File: src/rtl/hwag_sync_ctrl.sv
// Crank-sync supervisor: sequences capture through ARM -> SEARCH -> SYNC and
// recovers via HOLDOFF. Define HWAG_SYNC_CTRL_RETRY_EN to enable retry counting and FAULT escalation.
module hwag_sync_ctrl #(
    parameter int ARM_EDGES = 3,
    parameter int HOLD_W    = 16,
    parameter int ERR_W     = 4
) (
    input  logic              clk,
    input  logic              rst,
    input  logic              enable,
    input  logic              vr_edge,
    input  logic              pcnt_ovf,
    input  logic              hwag_start,
    input  logic              gap_point,
    input  logic              gap_found,
    input  logic [7:0]        thnb,
    input  logic [ERR_W-1:0]  max_err,
    input  logic [HOLD_W-1:0] holdoff,
    input  logic [3:0]        max_retry,
    output logic              cape,
    output logic              synced,
    output logic              fault,
    output logic              sync_lost_if,
    output logic [2:0]        state,
    output logic [ERR_W-1:0]  err_cnt,
    output logic [3:0]        retry_cnt
);

    typedef enum logic [2:0] {
        ST_IDLE    = 3'd0,
        ST_ARM     = 3'd1,
        ST_SEARCH  = 3'd2,
        ST_SYNC    = 3'd3,
        ST_HOLDOFF = 3'd4,
        ST_FAULT   = 3'd5
    } state_t;

    localparam logic [9:0] ARM_LIMIT = 10'(ARM_EDGES);

    state_t            state_q, state_d;
    logic [8:0]        edge_cnt_q, edge_cnt_d;
    logic [ERR_W-1:0]  err_cnt_q, err_cnt_d;
    logic [HOLD_W-1:0] hold_cnt_q, hold_cnt_d;
    logic              cape_q, cape_d;
    logic              synced_q, synced_d;
    logic              lost_q, lost_d;
    logic              hs_prev_q;
    logic              retry_done;

    logic [9:0]        edge_inc;
    logic [9:0]        search_limit;
    logic [ERR_W-1:0]  err_inc;
    logic [ERR_W-1:0]  eff_max_err;
    logic              hs_fall;

    // Edge counter compared in 10 bits so 2*255+2 remains reachable.
    assign edge_inc     = {1'b0, edge_cnt_q} + 10'd1;
    assign search_limit = {1'b0, thnb, 1'b0} + 10'd2;
    assign err_inc      = (&err_cnt_q) ? err_cnt_q : err_cnt_q + ERR_W'(1);
    assign eff_max_err  = (max_err == '0) ? ERR_W'(1) : max_err;
    assign hs_fall      = hs_prev_q & ~hwag_start;

    always_comb begin
        state_d    = state_q;
        edge_cnt_d = edge_cnt_q;
        err_cnt_d  = err_cnt_q;
        hold_cnt_d = hold_cnt_q;
        lost_d     = 1'b0;

        if (!enable) begin
            state_d    = ST_IDLE;
            edge_cnt_d = '0;
            err_cnt_d  = '0;
            hold_cnt_d = '0;
        end else begin
            case (state_q)
                ST_IDLE: state_d = ST_ARM;

                ST_ARM: begin
                    if (pcnt_ovf) begin
                        state_d = ST_HOLDOFF;
                    end else if (vr_edge) begin
                        edge_cnt_d = edge_inc[8:0];
                        if (edge_inc >= ARM_LIMIT) begin
                            state_d = ST_SEARCH;
                        end
                    end
                end

                ST_SEARCH: begin
                    if (pcnt_ovf) begin
                        state_d = ST_HOLDOFF;
                    end else if (hwag_start) begin
                        state_d = ST_SYNC;
                    end else if (vr_edge) begin
                        edge_cnt_d = edge_inc[8:0];
                        if (edge_inc >= search_limit) begin
                            state_d = ST_HOLDOFF;
                        end
                    end
                end

                ST_SYNC: begin
                    if (pcnt_ovf) begin
                        state_d = ST_HOLDOFF;
                        lost_d  = 1'b1;
                    end else begin
                        if (vr_edge) begin
                            if (gap_point != gap_found) begin
                                err_cnt_d = err_inc;
                                if (err_inc >= eff_max_err) begin
                                    state_d = ST_HOLDOFF;
                                    lost_d  = 1'b1;
                                end
                            end else if (gap_point) begin
                                err_cnt_d = '0;
                            end
                        end
                        if (hs_fall) begin
                            state_d = ST_HOLDOFF;
                            lost_d  = 1'b1;
                        end
                    end
                end

                ST_HOLDOFF: begin
                    if (hold_cnt_q == '0) begin
                        state_d = retry_done ? ST_FAULT : ST_ARM;
                    end else begin
                        hold_cnt_d = hold_cnt_q - HOLD_W'(1);
                    end
                end

                ST_FAULT: state_d = ST_FAULT;

                default: state_d = ST_IDLE;
            endcase
        end

        // Entry actions shared by every transition into a state.
        if (state_d != state_q) begin
            edge_cnt_d = '0;
            if (state_d == ST_HOLDOFF) begin
                hold_cnt_d = holdoff;
            end
            if (state_d == ST_SYNC) begin
                err_cnt_d = '0;
            end
        end

        cape_d   = (state_d == ST_ARM) || (state_d == ST_SEARCH) || (state_d == ST_SYNC);
        synced_d = (state_d == ST_SYNC);
    end

    always_ff @(posedge clk) begin
        if (rst) begin
            state_q    <= ST_IDLE;
            edge_cnt_q <= '0;
            err_cnt_q  <= '0;
            hold_cnt_q <= '0;
            cape_q     <= 1'b0;
            synced_q   <= 1'b0;
            lost_q     <= 1'b0;
            hs_prev_q  <= 1'b0;
        end else begin
            state_q    <= state_d;
            edge_cnt_q <= edge_cnt_d;
            err_cnt_q  <= err_cnt_d;
            hold_cnt_q <= hold_cnt_d;
            cape_q     <= cape_d;
            synced_q   <= synced_d;
            lost_q     <= lost_d;
            hs_prev_q  <= hwag_start;
        end
    end

`ifdef HWAG_SYNC_CTRL_RETRY_EN
    logic [3:0] retry_cnt_q, retry_cnt_d;
    logic       fault_q, fault_d;

    assign retry_done = (max_retry != 4'd0) && (retry_cnt_q == max_retry);

    always_comb begin
        retry_cnt_d = retry_cnt_q;
        fault_d     = (state_d == ST_FAULT);
        if (state_d == ST_IDLE) begin
            retry_cnt_d = '0;
        end else if (state_d != state_q) begin
            if (state_d == ST_SYNC) begin
                retry_cnt_d = '0;
            end else if ((state_d == ST_HOLDOFF) && (retry_cnt_q != 4'hF)) begin
                retry_cnt_d = retry_cnt_q + 4'd1;
            end
        end
    end

    always_ff @(posedge clk) begin
        if (rst) begin
            retry_cnt_q <= '0;
            fault_q     <= 1'b0;
        end else begin
            retry_cnt_q <= retry_cnt_d;
            fault_q     <= fault_d;
        end
    end

    assign retry_cnt = retry_cnt_q;
    assign fault     = fault_q;
`else
    logic unused_max_retry;

    assign unused_max_retry = ^max_retry;
    assign retry_done       = 1'b0;
    assign retry_cnt        = 4'd0;
    assign fault            = 1'b0;
`endif

    assign state        = state_q;
    assign cape         = cape_q;
    assign synced       = synced_q;
    assign sync_lost_if = lost_q;
    assign err_cnt      = err_cnt_q;

endmodule

File: config.mk
export PLATFORM = sky130hd
export DESIGN_NAME = hwag_sync_ctrl
export DESIGN_NICKNAME = d
export VERILOG_FILES = /design/src/rtl/hwag_sync_ctrl.sv
export SDC_FILE = /design/constraint.sdc
export NUM_CORES = 1
export LEC_CHECK = 0
export CORE_MARGIN = 3
export CORE_UTILIZATION = 50
export DETAILED_ROUTE_END_ITERATION = 12
export MAX_ROUTING_LAYER = met4
export PLACE_DENSITY = 0.77
export SYNTH_ARGS = -nofsm -noshare
export SYNTH_HDL_FRONTEND = slang
export SYNTH_SLANG_ARGS = --single-unit
File: constraint.sdc
create_clock -name clk -period 3.45 [get_ports clk]
set_input_delay 0.69 -clock clk [delete_from_list [all_inputs] [get_ports clk]]
set_output_delay 0.69 -clock clk [all_outputs]
set_load 0.01 [all_outputs]
==> impl_metrics.ini <==
[cells_and_area]
num_antenna_cells = 0
syn_to_final_growth_pct = 33.8
drive_gt1_share_pct = 22.3
nNetsFinal = 486

[placed_design]
place_congestion = 0.831
dp_slack_ns = -0.483
port_buffers = 45
dp_hpwl_mm = 5.56

[logic_synthesis]
yosysSeqAreaShare_pct = 24.8
syn_inst = 358
synth_enable_flop_cells = 0
synth_top_family_by_area = simple AND/OR/NAND/NOR gates
synthMuxAreaShare_pct = 2.15
avgSynthCellArea_um2 = 8.13
yosys.area_share.simple_pct = 26.9
synth_cell_types = 62
synth.ff_latch_count = 36
synth_compound_area_share_pct = 22.5
synthAdderAreaFrac_pct = 7.31
synthXorXnorAreaFrac_pct = 10.2
ys.flop_type = dfxtp_1
async_reset_ff_share_pct = 0
synthesis.area_um2 = 2910
yosys_warnings = 0

[sta]
skew_ns = 0.00888
relSlewSlack_pct = 49.4
slew_viol_final = 0
period_share_pct = 96.3
worst_pin_slew_ns = 0.758
final_hold_viol_count = 0
setup_violations = 0
fin_ws_ns = 0.128
period_needed_ns = 3.32
fmax_ghz = 0.301

[floorplanning]
rows = 27
die_area_um2 = 6770
core_area_um2 = 5570
die_y_um = 82.3
die_w_um = 82.3
start_util_pct = 52.2
io_pins = 55

[cts]
cts_tree = built
cts.sinks = 36
htree_levels = 2
clock_latency_ns = 0.29
clockRootBuffer = clkbuf_8
cts_buffers = 5
clockBufferDepth = 2
cts.reportedPaths.clkPinSlew_ns = 0.07

[status]
status = finished, final reports clean

[setup_path]
critical_path_class = input pin to register
worst_ep_arrival_time_ns = 3.52
critPathMaxFanout = 6
critPathCaptureType = register
start_kind = input pin
required_ns = 3.65

[global_route]
grt_max_degree = 19
grt_pass1_wl_mm = 12.4
grt_usage_pct = 23.4
gr-total-overflow = 0
antenna_found_initial = 0
grt_pass1_vias = 2825

[power]
p_leak_nw = 1.66
vdd_drop_max_mv = 0.193
power_mw = 1.04
p_per_area_nw_per_um2 = 267

[detailed_routing]
drt-initial-drc-count = 237
avgRoutedWirePerCell_um = 15.0
drc = 0
vias = 2897
antenna_left = 0
viasPerCell = 5.77
drt_first_pass_iters = 4
drt_wl_total_mm = 7.53

[run]
cap_violations = 0

[min_path]
hold_class = register to register
==> cell families (layout without fill, tap and decap cells) <==
family / after synthesis / in the layout
simple gates: 143 / 143
compound gates: 82 / 82
buf+inv: 39 / 107
flops: 36 / 36
xor+xnor: 34 / 34
fa+ha+maj: 17 / 17
mux: 6 / 6
other cells: 1 / 5
==> power by group <==
part / switching (mW) / internal (mW) / total, mW
combinational: 0.0961 / 0.104 / 0.200
clock: 0.156 / 0.255 / 0.412
sequential: 0.00884 / 0.421 / 0.430
total: 0.261 / 0.780 / 1.04
==> synth_stat cells, drive strengths merged, types with 3 or more instances <==
library cell / instances / area share (%)
a31o: 9 / 2.7
nor4: 6 / 2.0
inv: 14 / 1.8
dfxtp: 36 / 25
nand2b: 5 / 1.1
xor2: 19 / 5.7
a211oi: 7 / 2.2
nor2b: 6 / 1.3
a22oi: 3 / 0.77
xnor2: 15 / 4.5
buf: 15 / 2.9
o21ai: 11 / 1.9
o2111a: 7 / 2.7
o31ai: 6 / 1.5
nand3: 19 / 3.3
nand2: 30 / 3.9
a21oi: 13 / 2.2
o21a: 4 / 1.0
clkbuf: 9 / 1.2
nor3: 15 / 2.8
mux2i: 4 / 1.4
a31oi: 3 / 0.64
ha: 17 / 7.3
and3: 8 / 1.7
o211ai: 5 / 1.5
nor2: 33 / 4.3
or4b: 6 / 2.1
==> layout by cell type (no fill, tap or decap), types with 5 or more instances in the layout <==
master           count
buf_4               36
and3_1               6
nor2b_1              6
clkbuf_8             7
nand2b_1             5
conb_1               5
o2111a_1             7
clkdlybuf4s50_1     40
inv_1               14
a21oi_1             12
dlymetal6s2s_1       5
nor2_1              31
nand3_1             19
nand2_1             30
dfxtp_1             34
xnor2_1             15
ha_1                14
a31o_2               9
o21ai_0              8
xor2_1              19
nor3_1              14
==> routing by layer <==
layer	global-route usage (%)	part of all wire [%]
met1	28.9	46
met2	40.1	49
met3	3.15	4.8
met4	5.81	0.69
met5	-	0
==> path summary, 6_finish.rpt <==
check | end | slack [ns] | start | cells after the start
setup / recovery | hold_cnt_q[2] | 0.13 | thnb[5] | 11
setup reg to reg | hold_cnt_q[10] | 0.23 | err_cnt[0] | 12
hold reg to reg | err_cnt[0] | 0.56 | err_cnt[0] | 2
hold / removal | err_cnt[0] | 0.56 | err_cnt[0] | 2
==> flip-flops by register name, summed over array words and instances, names as in the netlist <==
name / cells
sync_lost_if: 1
cape: 1
synced: 1
hold_cnt_q: 16
hs_prev_q: 1
err_cnt: 4
state: 3
edge_cnt_q: 9
==> critical path: stages <==
cell and delay (ns):
clkdlybuf4s50_1 0.48, and3_4 0.19, nand3_1 0.09, xor2_1 0.16, ha_1 0.31, nand4_1 0.15
o41ai_4 0.49, o21bai_4 0.12, buf_6 0.15, or4b_2 0.60, o31ai_1 0.08
==> area by class of cell <==
class / instances / area, um^2
Inverter: 15 / 56.3
Clock buffer: 7 / 96.3
Timing Repair Buffer: 84 / 776
Multi-Input combinational cell: 287 / 2120
Clock inverter: 1 / 30.0
Tap cell: 72 / 90.1
Fill cell: 459 / 1680
Sequential cell: 36 / 723
==> metrics by stage <==
stage	utilization [%]	TNS (ns)	hold slack [ns]	instance area (um^2)	instances
2_1_floorplan	-	0	0.553	2930	362
3_3_place_gp	64.7	-5.46	0.567	3610	488
3_5_place_dp	64.7	-7.32	0.568	3610	488
4_1_cts	67.4	0	0.586	3760	496
5_1_grt	69.9	-0.00197	0.580	3900	502
6_report	69.9	0	0.563	3900	502
==> timing repair <==
item / 4_1_cts / 5_1_grt
resized for setup: 6 / 27
hold buffers: 0 / 0
pin swaps: 1 / 9
endpoints found under the setup margin: 14 / 28
buffers inserted: 0 / 6
Power figures use the tool's default switching activity.
